==> config.mk <==
export PLATFORM = sky130hd
export DESIGN_NAME = vga_timing_gen
export DESIGN_NICKNAME = d
export VERILOG_FILES = /design/src/rtl/vga_timing_gen.sv
export SDC_FILE = /design/constraint.sdc
export NUM_CORES = 1
export LEC_CHECK = 0
export BUFFER_PORTS_ARGS = -buffer_cell sky130_fd_sc_hd__buf_2
export CORE_UTILIZATION = 49
export CTS_CLUSTER_DIAMETER = 80
export CTS_CLUSTER_SIZE = 20
export DETAILED_ROUTE_END_ITERATION = 8
export GPL_TIMING_DRIVEN = 0
export PLACE_DENSITY_LB_ADDON = 0.15
export SLEW_MARGIN = 20
export SYNTH_ARGS = -nofsm -noshare
export SYNTH_HDL_FRONTEND = slang
export SYNTH_SLANG_ARGS = --single-unit
==> constraint.sdc <==
create_clock -name vga_clk -period 2.4 [get_ports vga_clk]
set_input_delay 0.12 -clock vga_clk [delete_from_list [all_inputs] [get_ports vga_clk]]
set_output_delay 0.12 -clock vga_clk [all_outputs]
set_load 0.02 [all_outputs]
==> src/rtl/vga_timing_gen.sv <==
// VGA raster timing generator: pixel/line counters with sync, visible-area and frame-start strobes.
// Optional completed-frame counter is built only when VGA_FRAME_CNT_EN is defined.
module vga_timing_gen #(
    parameter int unsigned H_VISIBLE = 640,
    parameter int unsigned H_FRONT   = 16,
    parameter int unsigned H_SYNC    = 96,
    parameter int unsigned H_BACK    = 48,
    parameter int unsigned V_VISIBLE = 480,
    parameter int unsigned V_FRONT   = 10,
    parameter int unsigned V_SYNC    = 2,
    parameter int unsigned V_BACK    = 33,
    parameter logic        SYNC_ACT  = 1'b0
) (
    input  logic        vga_clk,
    input  logic        rst,
    input  logic        pix_en,
    output logic [9:0]  h_cnt,
    output logic [9:0]  v_cnt,
    output logic        valid,
    output logic        hsync,
    output logic        vsync,
    output logic        frame_start,
    output logic [15:0] frame_cnt
);

    localparam int unsigned H_TOTAL = H_VISIBLE + H_FRONT + H_SYNC + H_BACK;
    localparam int unsigned V_TOTAL = V_VISIBLE + V_FRONT + V_SYNC + V_BACK;

    // Window bounds are kept one bit wider than the counters so a 1024-wide
    // timing with zero back porch cannot alias its sync end to zero.
    localparam logic [10:0] H_LAST     = 11'(H_TOTAL - 1);
    localparam logic [10:0] H_VIS_END  = 11'(H_VISIBLE);
    localparam logic [10:0] H_SYNC_BEG = 11'(H_VISIBLE + H_FRONT);
    localparam logic [10:0] H_SYNC_END = 11'(H_VISIBLE + H_FRONT + H_SYNC);
    localparam logic [10:0] V_LAST     = 11'(V_TOTAL - 1);
    localparam logic [10:0] V_VIS_END  = 11'(V_VISIBLE);
    localparam logic [10:0] V_SYNC_BEG = 11'(V_VISIBLE + V_FRONT);
    localparam logic [10:0] V_SYNC_END = 11'(V_VISIBLE + V_FRONT + V_SYNC);

    logic [10:0] h_ext;
    logic [10:0] v_ext;
    logic        h_wrap;
    logic        v_wrap;
    logic        h_in_sync;
    logic        v_in_sync;

    assign h_ext  = {1'b0, h_cnt};
    assign v_ext  = {1'b0, v_cnt};
    assign h_wrap = (h_ext == H_LAST);
    assign v_wrap = (v_ext == V_LAST);

    always_ff @(posedge vga_clk) begin
        if (rst) begin
            h_cnt <= '0;
            v_cnt <= '0;
        end else if (pix_en) begin
            if (h_wrap) begin
                h_cnt <= '0;
                v_cnt <= v_wrap ? '0 : v_cnt + 10'd1;
            end else begin
                h_cnt <= h_cnt + 10'd1;
            end
        end
    end

    // Everything below decodes the counter registers directly, so all
    // outputs describe the same raster position in the same cycle.
    assign h_in_sync = (h_ext >= H_SYNC_BEG) && (h_ext < H_SYNC_END);
    assign v_in_sync = (v_ext >= V_SYNC_BEG) && (v_ext < V_SYNC_END);

    assign valid       = (h_ext < H_VIS_END) && (v_ext < V_VIS_END);
    assign hsync       = h_in_sync ? SYNC_ACT : ~SYNC_ACT;
    assign vsync       = v_in_sync ? SYNC_ACT : ~SYNC_ACT;
    assign frame_start = pix_en && (h_cnt == '0) && (v_cnt == '0);

`ifdef VGA_FRAME_CNT_EN
    logic [15:0] frame_cnt_q;

    always_ff @(posedge vga_clk) begin
        if (rst) begin
            frame_cnt_q <= '0;
        end else if (pix_en && h_wrap && v_wrap) begin
            frame_cnt_q <= frame_cnt_q + 16'd1;
        end
    end

    assign frame_cnt = frame_cnt_q;
`else
    assign frame_cnt = '0;
`endif

endmodule

# Yosys cells after proc, flatten, opt, wreduce, memory -nomap -nowiden
# Index checks and enable logic that the tools add are counted.
[classes] addsub=2 n_lt_le_gt_ge=6 eq_ne=2 mux=4 reduce_logical=8
[ops] op="$add 10x1->10 const B" count=2
[ops] op="$eq 10x10->1 const B" count=2
[ops] op="$logic_not 10->1" count=2
[ops] op="$lt 10x10->1 const B" count=2
[ops] op="$lt 10x9->1 const B" count=2
[ops] op="$mux 10" count=2
[ops] op="$ge 10x10->1 const B" count=1
[ops] op="$ge 10x9->1 const B" count=1
[ops] op="$logic_and 1x1->1" count=5
[ops] op="$mux 1" count=2
[ops] op="$reduce_and 2->1" count=1
[totals] reg_bits=20 in_bits=3 out_inout_bits=40 elab_cells=24

# Depth between registers and ports, before layout
[logic_depth] word_depth=3 ltp_mapped=7 mapped_depth_nobuf=6

# Worst setup path after synthesis
# No wires, ideal clock.
[synth_path] path_type="register to output" start="register h_cnt[0]" end="output frame_start" t_arrival_ns=1.865 t_required_ns=2.280 path_slack_ns=0.415 stages_incl_launch_ff=5 path_buffers=0 cell_sequence="dfxtp_1 > inv_1 > ha_1 > or4b_2 > nor4_1"
[synth_via] elab_chain_len=3
[synth_lines] item="start: declaration" line="17" source="output logic [9:0] h_cnt,"
[synth_lines] item="start signal: assignment" line="61" source="h_cnt <= h_cnt + 10'd1;"
[synth_lines] item="$logic_not 10->1" line="74" source="assign frame_start = pix_en && (h_cnt == '0) && (v_cnt == '0);"
[synth_lines] item="$logic_and 1x1->1 (2 in a row)" line="74"
[synth_lines] item="end: declaration" line="22" source="output logic frame_start,"
# No other way between the ends.

# Worst setup path in the final report
# Ends and elaborated chain as after synthesis.

==> impl_metrics.csv <==
group,metric,value,unit
run_status,status,"finished, final reports clean",
synthesis,yosysWarnings,0,
worst_setup_path,critPathRequiredTime,2280,ps
sta,max_freq,475.6,MHz
placed_design,dp_worst_setup_slack,537.5,ps
power,p_leak,0.6964,nW
clocking,cts.htree.levels,1,
sta,finalCriticalPeriod,2103,ps
global_routing,antenna_found_initial,0,
synthesis,avgSynthCellArea,8.682,µm²
global_routing,grt_overflow_total,0,
sta,finalCritPeriodShare,0.8761,
route,drt_iter0_markers,20,
power,p_per_area,452.7,nW/µm²
final_layout,nets,201,
final_layout,drive_gt1_frac,0.3333,
synthesis,synth_area_leaders,"dfxtp_1 31%, buf_4 10%, ha_1 4.9%",
route,drt_pass1_iterations,4,
worst_setup_path,crit_type,"flop to primary output",
sta,hold_violations,0,
clocking,cts_repair_resize_count,0,
clocking,post_cts_buffers,0,
worst_setup_path,crit_chain,"inv_1 > ha_1 > or4b_2 > nor4_1 > buf_2",
synthesis,synth.distinct_cells,36,
worst_setup_path,end_kind,"primary output",
synthesis,yosysSeqAreaShare,0.3137,
route,drtAntennaViolNets,0,
power,total_power,0.7029,mW
synthesis,yosys.area.top_type_share,0.3137,
clocking,clkSinkCount,20,
run,drv_cap,0,
synthesis,synth_most_common_cell,"dfxtp_1",
hold_path,hold_class,"input pin to flop",
global_routing,grt_max_degree,13,
clocking,clk_pin_slew,120,ps
die,dieArea,2813,µm²
final_layout,instances_no_fill,222,
route,vias_per_cell,5.225,
synthesis,synth_area_leader_cell,"dfxtp_1",
route,routed_wl,2641,µm
die,core-area,2477,µm²
sta,tns,0,ps
worst_setup_path,cpPeakStageDelay,570,ps
clocking,cts_tree,"yes",
global_routing,track_usage,0.2093,
clocking,holdBufCountCts,0,
sta,skew,3.289,ps
final_layout,syn_to_final_growth,21.67,%
clocking,clock_latency,310,ps
route,routedWlPerCell,11.90,µm
sta,rsz0062_at_grt,"false",
placed_design,detailed_place_hpwl,1963,µm
sta,setup_viol,0,
final_layout,num_antenna_cells,0,
power,vdd_drop_max,0.0004022,V
die,rows,18,
die,start_util,0.5152,
placed_design,gp_congestion,0.8056,
synthesis,syn_area,1276,µm²
die,fp.dieW,53.04,µm
synthesis,synth_edf_count,0,
worst_setup_path,cp_slowest_cell,"or4b_2",
route,vias,1160,
route,drc_errors,0,
worst_setup_path,cp.arrival,1980,ps
placed_design,placed_cells,218,
synthesis,ys_ff_latch,20,
global_routing,grt_pass1_wl,4319,µm
synthesis,synthTopCellsByCount,"20 x dfxtp_1, 17 x buf_4, 11 x a21oi_1",
synthesis,async_flop_share,0,
die,ios,43,
worst_setup_path,cp_max_fo,5,
synthesis,syn_inst,147,
die,die_h,53.04,µm
placed_design,io_buffers,26,
clocking,cts_buffers,3,
global_routing,grt_pass1_vias,966,
synthesis,ys.flop_type,"dfxtp_1",
worst_setup_path,critPathLaunchType,"flop",
sta,maxSlewViolCount,0,
sta,setup_ws,297.4,ps
final_layout,fin_util,0.6268,
clocking,cts_root_buffer,"clkbuf_4",
clocking,cts.path.max_buffers,2,
==> layer usage <==
metal  track usage  part of all wire
met1        0.2707              0.45
met2        0.3502              0.48
met3       0.02586             0.055
met4       0.07895             0.011
met5             0                 0
==> sequential cells by signal (all words and copies together) (netlist names) <==
| name | count |
|---|---|
| v_cnt | 10 |
| h_cnt | 10 |
==> cell families (layout without fill, tap and decap cells) <==
logic type      Yosys count  after routing  synth area share
simple gates             61             61            0.3098
buf+inv                  28             58            0.1529
compound gates           23             23            0.1098
flops                    20             20            0.3137
xor+xnor                  9              9           0.06177
fa+ha+maj                 5              5           0.04902
other cells               1             16          0.002938
==> path summary, 6_finish.rpt <==
path | startpoint | to | slack, ps | depth (start not counted)
worst max-delay path | h_cnt[0] | frame_start | 300 | 5
worst min-delay path | rst | h_cnt[0] | 9 | 2
worst max register to register | h_cnt[0] | v_cnt[7] | 520 | 6
worst min register to register | v_cnt[0] | v_cnt[0] | 520 | 2
==> metrics by stage <==
stage	hold WS (ps)	cell area, µm²
floorplan	197.3	1333
global placement	339.9	1500
detailed placement	343.4	1500
CTS	1.244	1553
global route	14.14	1553
finish	9.354	1553
==> cell usage in the layout, fill, tap and decap left out, types with 2 or more instances in the layout <==
cell type / Yosys / routed
a21oi_1: 11 / 11
xnor2_1: 3 / 3
buf_6: 2 / 2
and4_2: 2 / 2
nand3_1: 8 / 8
and4_1: 3 / 3
dfxtp_1: 20 / 20
o211ai_1: 2 / 2
nand4_1: 6 / 6
nor3_1: 7 / 7
ha_1: 5 / 5
buf_2: 1 / 27
nor2_1: 6 / 6
conb_1: 1 / 16
or4b_2: 2 / 2
xor2_1: 6 / 6
nor4_1: 2 / 2
clkbuf_4: 0 / 3
buf_4: 17 / 17
o21ai_0: 4 / 4
or4_1: 3 / 3
nand3b_1: 2 / 2
o31ai_1: 4 / 4
nand2_1: 9 / 9
inv_1: 6 / 6
or3_2: 4 / 4
==> layout make-up <==
class                           count  area (µm²)
Fill cell                         228       924.6
Multi-Input combinational cell    114       737.0
Sequential cell                    20       400.4
Buffer                             22       172.7
Timing Repair Buffer               26       130.1
Tap cell                           30       37.54
Clock inverter                      1       30.03
Clock buffer                        3       22.52
Inverter                            6       22.52
==> where the power goes <==
| group | switching, mW | total, mW | internal [mW] |
|---|---|---|---|
| Sequential | 0.00444 | 0.340 | 0.335 |
| Clock | 0.114 | 0.283 | 0.169 |
| Combinational | 0.0474 | 0.0799 | 0.0325 |
==> worst max-delay path: cells and delay by family, from the launching register on <==
family | cells | cell delay, ps
buffers and inverters | 2 | 290
AND/OR/NAND/NOR | 2 | 860
adder cells (fa/ha/maj) | 1 | 130
flip-flops | 1 | 370
(Power assumes the default switching activity.)
